### src/rtl/sram_test_pkg.sv
// Shared definitions for the SRAM pattern tester: FSM encoding and error counter width.
package sram_test_pkg;

    typedef enum logic [2:0] {
        ST_IDLE  = 3'd0,
        ST_WRITE = 3'd1,
        ST_READ  = 3'd2,
        ST_CHECK = 3'd3,
        ST_DONE  = 3'd4
    } state_e;

    localparam int ERR_W = 16;

endpackage

### src/rtl/sram_pattern_gen.sv
// Combinational test pattern: seed XOR address, address zero-extended or truncated to the word width.
module sram_pattern_gen #(
    parameter int DATA_WIDTH = 8,
    parameter int AW = 5
) (
    input  logic [DATA_WIDTH-1:0] seed_i,
    input  logic [AW-1:0]         addr_i,
    output logic [DATA_WIDTH-1:0] pat_o
);

    logic [DATA_WIDTH-1:0] addr_ext;

    if (AW >= DATA_WIDTH) begin : g_trunc
        assign addr_ext = addr_i[DATA_WIDTH-1:0];
    end else begin : g_zext
        assign addr_ext = {{(DATA_WIDTH-AW){1'b0}}, addr_i};
    end

    assign pat_o = seed_i ^ addr_ext;

endmodule

### src/rtl/sram_pattern_tester.sv
// SRAM march-style tester: writes pat(a) to every word, reads everything back and counts mismatches.
module sram_pattern_tester
    import sram_test_pkg::*;
#(
    parameter int DATA_WIDTH = 8,
    parameter int AW = 5
) (
    input  logic                  clk,
    input  logic                  reset_n,
    input  logic                  start,
    input  logic                  read_only,
    input  logic                  abort,
    input  logic [DATA_WIDTH-1:0] seed,
    output logic                  busy,
    output logic                  done,
    output logic [ERR_W-1:0]      err_count,
    output logic [AW-1:0]         first_err_addr,
    output logic                  rd_enable_init,
    output logic                  wr_enable_init,
    output logic                  wclk_init,
    output logic                  rclk_init,
    output logic [AW-1:0]         raddr_init,
    output logic [AW-1:0]         waddr_init,
    output logic [DATA_WIDTH-1:0] mem_data_in_init,
    input  logic [DATA_WIDTH-1:0] mem_data_out_init
);

    localparam logic [AW-1:0] CNT_MAX = '1;
    localparam logic [AW-1:0] CNT_ONE = AW'(1);

    state_e                state_q, state_d;
    logic [AW-1:0]         cnt_q, cnt_d;
    logic [DATA_WIDTH-1:0] seed_q, seed_d;
    logic                  vld_p0_q, vld_p0_d;
    logic [AW-1:0]         addr_p0_q, addr_p0_d;
    logic [ERR_W-1:0]      err_count_q, err_count_d;
    logic                  err_flag_q, err_flag_d;
    logic [AW-1:0]         first_err_q, first_err_d;
    logic [DATA_WIDTH-1:0] pat_wr, pat_chk;
    logic                  mismatch;

    function automatic logic [ERR_W-1:0] sat_inc(input logic [ERR_W-1:0] v);
        return (v == {ERR_W{1'b1}}) ? v : v + ERR_W'(1);
    endfunction

    sram_pattern_gen #(.DATA_WIDTH(DATA_WIDTH), .AW(AW)) u_pat_wr (
        .seed_i (seed_q),
        .addr_i (cnt_q),
        .pat_o  (pat_wr)
    );

    sram_pattern_gen #(.DATA_WIDTH(DATA_WIDTH), .AW(AW)) u_pat_chk (
        .seed_i (seed_q),
        .addr_i (addr_p0_q),
        .pat_o  (pat_chk)
    );

    // Compare stage: read data returns one cycle after the address, aligned with addr_p0_q
    assign mismatch = vld_p0_q && (mem_data_out_init != pat_chk);

    always_comb begin
        state_d     = state_q;
        cnt_d       = cnt_q;
        seed_d      = seed_q;
        vld_p0_d    = 1'b0;
        addr_p0_d   = addr_p0_q;
        err_count_d = err_count_q;
        err_flag_d  = err_flag_q;
        first_err_d = first_err_q;

        if (mismatch) begin
            err_count_d = sat_inc(err_count_q);
            if (!err_flag_q) begin
                err_flag_d  = 1'b1;
                first_err_d = addr_p0_q;
            end
        end

        unique case (state_q)
            ST_IDLE, ST_DONE: begin
                if (start) begin
                    err_count_d = '0;
                    err_flag_d  = 1'b0;
                    seed_d      = seed;
                    cnt_d       = '0;
                    state_d     = read_only ? ST_READ : ST_WRITE;
                end
            end
            ST_WRITE: begin
                cnt_d = cnt_q + CNT_ONE;
                if (cnt_q == CNT_MAX) state_d = ST_READ;
            end
            ST_READ: begin
                vld_p0_d  = 1'b1;
                addr_p0_d = cnt_q;
                cnt_d     = cnt_q + CNT_ONE;
                if (cnt_q == CNT_MAX) state_d = ST_CHECK;
            end
            ST_CHECK: state_d = ST_DONE;
            default:  state_d = ST_IDLE;
        endcase

        // Abort drops the in-flight compare so the count freezes where it was
        if (abort) begin
            state_d     = ST_IDLE;
            vld_p0_d    = 1'b0;
            err_count_d = err_count_q;
            err_flag_d  = err_flag_q;
            first_err_d = first_err_q;
        end
    end

    always_ff @(posedge clk or negedge reset_n) begin
        if (!reset_n) begin
            state_q     <= ST_IDLE;
            cnt_q       <= '0;
            seed_q      <= '0;
            vld_p0_q    <= 1'b0;
            err_count_q <= '0;
            err_flag_q  <= 1'b0;
            first_err_q <= '0;
        end else begin
            state_q     <= state_d;
            cnt_q       <= cnt_d;
            seed_q      <= seed_d;
            vld_p0_q    <= vld_p0_d;
            err_count_q <= err_count_d;
            err_flag_q  <= err_flag_d;
            first_err_q <= first_err_d;
        end
    end

    always_ff @(posedge clk) begin
        addr_p0_q <= addr_p0_d;
    end

    // SRAM-side drive is decoded from state so reset forces the idle bus values immediately
    always_comb begin
        wr_enable_init   = (state_q == ST_WRITE);
        rd_enable_init   = (state_q == ST_READ);
        waddr_init       = wr_enable_init ? cnt_q  : '1;
        mem_data_in_init = wr_enable_init ? pat_wr : '0;
        raddr_init       = rd_enable_init ? cnt_q  : '0;
    end

    assign busy           = (state_q == ST_WRITE) || (state_q == ST_READ) || (state_q == ST_CHECK);
    assign done           = (state_q == ST_DONE);
    assign err_count      = err_count_q;
    assign first_err_addr = first_err_q;
    assign wclk_init      = clk;
    assign rclk_init      = clk;

endmodule

### config.mk
export PLATFORM = sky130hd
export DESIGN_NAME = sram_pattern_tester
export DESIGN_NICKNAME = d
export VERILOG_FILES = /design/src/rtl/sram_test_pkg.sv /design/src/rtl/sram_pattern_gen.sv /design/src/rtl/sram_pattern_tester.sv
export SDC_FILE = /design/constraint.sdc
export NUM_CORES = 1
export LEC_CHECK = 0
export ABC_AREA = 1
export CAP_MARGIN = 10
export CORE_ASPECT_RATIO = 0.6
export CORE_MARGIN = 4
export CORE_UTILIZATION = 45
export DETAILED_ROUTE_END_ITERATION = 10
export PLACE_DENSITY = 0.72
export SLEW_MARGIN = 30
export SYNTH_ARGS = -nofsm -noshare
export SYNTH_HDL_FRONTEND = slang
export SYNTH_HIERARCHICAL = 1
export SYNTH_SLANG_ARGS = --single-unit
### constraint.sdc
create_clock -name clk -period 2.06 [get_ports clk]
set_input_delay 0.412 -clock clk [delete_from_list [all_inputs] [get_ports clk]]
set_output_delay 0.412 -clock clk [all_outputs]
set_load 0.03 [all_outputs]
==> impl_metrics.tcl <==
set metrics [dict create \
    place.port_buffers 65 \
    routed_wl_um 8298 \
    rsz0062_at_grt "yes" \
    fmax_mhz 478.4 \
    cell_leakage_power_nw 2.268 \
    fin_setup_tns_ps -121.0 \
    power_report.internal_total_w 0.003305 \
    post-route-period-util_pct 101.5 \
    hp-class "input port to async pin" \
    synthTopCellsByArea "sky130_fd_sc_hd__dfrtp_1 (31%), sky130_fd_sc_hd__nand2_1 (21%), sky130_fd_sc_hd__inv_1 (8.0%)" \
    synth.top_cells.by_count "sky130_fd_sc_hd__nand2_1 (174), sky130_fd_sc_hd__inv_1 (67), sky130_fd_sc_hd__nor2_1 (44)" \
    floorplan.core_area_sq_um 6734 \
    rows 23 \
    final.setup.worst_slack_ps -30.47 \
    synthToLayoutAreaGrowth_pct 35.76 \
    skew_ps 3.935 \
    drt_pre_antenna_iters 5 \
    switching_power_w 0.002666 \
    run_status "finished with violations" \
    synth_top_flop_cell "sky130_fd_sc_hd__dfrtp_1" \
    grt_overflow 0 \
    post-dp-hpwl_um 6179 \
    starting_density_of_the_core_pct 46.92 \
    timing_hold_violations_final 0 \
    detail_route.iter0.violations 253 \
    boundaryPins 66 \
    irDropWorstVdd_mv 1.255 \
    fin_cells 628 \
    fraction_of_layout_cells_with_a_size_suffix_above_1_pct 21.07 \
    power_density_nw_per_um2 1392 \
    slew-limit-headroom_pct 66.18 \
    floorplan.die.height_um 72.91 \
    synthDistinctLibCells 40 \
    timing.critical_path.buf_inv 5 \
    synth_sequential_area_ratio_pct 35.64 \
    route.antenna.remaining_nets 0 \
    yosysMostFrequentCell "sky130_fd_sc_hd__nand2_1" \
    synthDominantCellAreaShare_pct 30.89 \
    synth.net_count 483 \
    critical_path_required_ps 1650 \
    drc 0 \
    antenna_found_initial 0 \
    count_of_inserted_antenna_diode_cells 0 \
    sw_frac_of_total_pct 44.65 \
    grt_pass1_wl_um 14060 \
    post_synthesis_register_bit_count 44 \
    detailroute.via_count 3044 \
    share_clk_of_total_power_pct 25.2 \
    clk_pin_slew_worst_setup_hold_paths_ps 60 \
    critPathKind "flop to output pin" \
    drt_wl_cell_um 13.21 \
    globalRouteTotalUtil_pct 21.50 \
    fp.dieArea_sq_um 8469 \
    crit_fanout 8 \
    final-max-slew-violation-count 0 \
    syn_area_per_cell_sq_um 6.883 \
    startpoint_type_of_the_worst_setup_path "flop" \
    first_global_vias 2928 \
    rr_startpoint "addr_p0_q[1]" \
    dpl.cell_count 608 \
    clock_insertion_delay_worst_skew_ps 400 \
    cts_tree "built" \
    p_total_w 0.005971 \
    max_cap_violations 0 \
    synth.yosys.warnings 6 \
    pwr-share-seq_pct 25.5 \
    power.share.combinational_pct 49.3 \
    cp_data_arrival_time_ps 1680 \
    gpl_congestion 0.9008 \
    worst_path_largest_cell_delay_ps 390 \
    cp_slowest_cell "sky130_fd_sc_hd__dfrtp_1" \
    syn_inst 459 \
    crit_startpoint "state_q[0]" \
    netlist_area_sq_um 3159 \
    finalCoreUtilization_pct 63.69 \
    failed_checks "negative setup slack" \
    hold-worst-slack_ps 63.42 \
    netlist.top_cell.by_area "sky130_fd_sc_hd__dfrtp_1" \
    grt_max_degree 40 \
    design.final.nets 564 \
    critical-path-top-delay-family "buffers and inverters" \
    die_w_um 116.2 \
    crit_path_frequent_cell "sky130_fd_sc_hd__buf_6" \
    via_per_inst 4.847 \
    period_minus_ws_final_ps 2090 \
    synth_enable_flop_cells 5 \
    ys_async_sr_fraction_pct 88.64 \
    critical_path.endpoint_type "output pin" \
    worst_path_cell_chain "inv_2 -> nor3_4 -> buf_6 -> clkinvlp_4 -> buf_12 -> nor2_2 -> buf_6" \
    transition_at_the_pin_with_the_smallest_max_transition_slack_ps 507.3 \
    final-setup-viol-count 8 \
]
[cell usage in the layout (no fill, tap or decap), types with 3 or more instances in the layout]
cell type                         count
sky130_fd_sc_hd__dfrtp_1             37
sky130_fd_sc_hd__dlygate4sd2_1        5
sky130_fd_sc_hd__nor2_1              35
sky130_fd_sc_hd__clkbuf_16           10
sky130_fd_sc_hd__dlymetal6s2s_1       5
sky130_fd_sc_hd__clkdlybuf4s50_1     33
sky130_fd_sc_hd__nand4_1              3
sky130_fd_sc_hd__edfxtp_1             5
sky130_fd_sc_hd__nor2_4              20
sky130_fd_sc_hd__buf_6                9
sky130_fd_sc_hd__nand2_2              4
sky130_fd_sc_hd__o21ai_1              3
sky130_fd_sc_hd__nand3_2              4
sky130_fd_sc_hd__ha_1                 3
sky130_fd_sc_hd__xor2_1               5
sky130_fd_sc_hd__inv_4                4
sky130_fd_sc_hd__inv_2               10
sky130_fd_sc_hd__buf_2               11
sky130_fd_sc_hd__o211ai_1             7
sky130_fd_sc_hd__o21ai_0              6
sky130_fd_sc_hd__nand2_1            174
sky130_fd_sc_hd__inv_1               66
sky130_fd_sc_hd__a21oi_1              4
sky130_fd_sc_hd__buf_4               18
sky130_fd_sc_hd__nor2_2               6
sky130_fd_sc_hd__nand3_1             24
[worst paths after layout]
kind | endpoint | slack [ps] | cells after the start
worst max-delay path | mem_data_in_init[6] | -30 | 7
worst min-delay path | err_count[12] | 60 | 2
worst max register to register | err_count[14] | 190 | 13
worst min register to register | first_err_addr[4] | 470 | 2
max in group asynchronous | state_q[2] | 1610 | 2
min in group clk | first_err_addr[4] | 470 | 2
[per-stage QoR]
step	setup slack, ps	instance area (sq um)
2_1_floorplan	16.33	3159
3_3_place_gp	-80.47	3881
3_5_place_dp	-133.2	3881
4_1_cts	-45.85	4249
5_1_grt	-72.08	4289
6_report	-30.47	4289
[logic make-up after synthesis]
| kind of cell | count (synthesis) | share of synthesized area [%] |
|---|---|---|
| and+or+nand+nor | 281 | 42.06 |
| buffers and inverters | 96 | 13.23 |
| DFF | 44 | 35.64 |
| AOI/OAI and AO/OA | 28 | 5.941 |
| xor gates and xnor gates | 7 | 1.941 |
| adders and majority gates | 3 | 1.188 |
[registers in the layout (all words and copies together), names as in the netlist]
name            flops
first_err_addr      5
state_q             3
cnt_q               5
vld_p0_q            1
err_flag_q          1
err_count          16
addr_p0_q           5
seed_q              8
[worst register-to-register path: stages, from the launching register on]
cell and delay (ps):
sky130_fd_sc_hd__edfxtp_1 470, sky130_fd_sc_hd__inv_1 90, sky130_fd_sc_hd__nand2_1 50, sky130_fd_sc_hd__nand2_1 110, sky130_fd_sc_hd__inv_1 50, sky130_fd_sc_hd__nand2_1 50
sky130_fd_sc_hd__nand2_1 70, sky130_fd_sc_hd__nor2_1 90, sky130_fd_sc_hd__nand2_1 60, sky130_fd_sc_hd__nor2_1 210, sky130_fd_sc_hd__nor2_4 110, sky130_fd_sc_hd__or2_2 280
sky130_fd_sc_hd__nand3_1 70, sky130_fd_sc_hd__nand2_1 50
[power by group through the flow]
stage / combinational, W / sequential (W) / clock [W]
after floorplan: 0.00169 / 0.00163 / 0.000145
after global placement: 0.00261 / 0.00151 / 0.000162
after detailed placement: 0.00266 / 0.00153 / 0.000162
after CTS: 0.00281 / 0.00151 / 0.00154
after global routing: 0.00323 / 0.00157 / 0.00158
final: 0.00294 / 0.00152 / 0.00150
[final cells by class]
class	instances	area, sq um
Clock buffer	13	271.5
Tap cell	87	108.9
Fill cell	601	2445
Timing Repair Buffer	82	755.7
Inverter	82	321.6
Multi-Input combinational cell	319	1673
Clock inverter	1	30.03
Sequential cell	44	1129
[timing repair]
item / in CTS / in global routing
hold buffers: 0 / 0
endpoints found under the setup margin: 24 / 34
resized for setup: 44 / 48
pin swaps: 2 / 1
buffers inserted: 7 / 1
[per-layer routing]
layer,track usage [%],part of all wire [%],up-vias
met5,0,0,-
met3,5.054,6.4,9
met2,31.80,44,93
met1,30.86,48,1387
li1,-,-,1555
met4,7.593,1.0,0
Power figures use the tool's default switching activity.
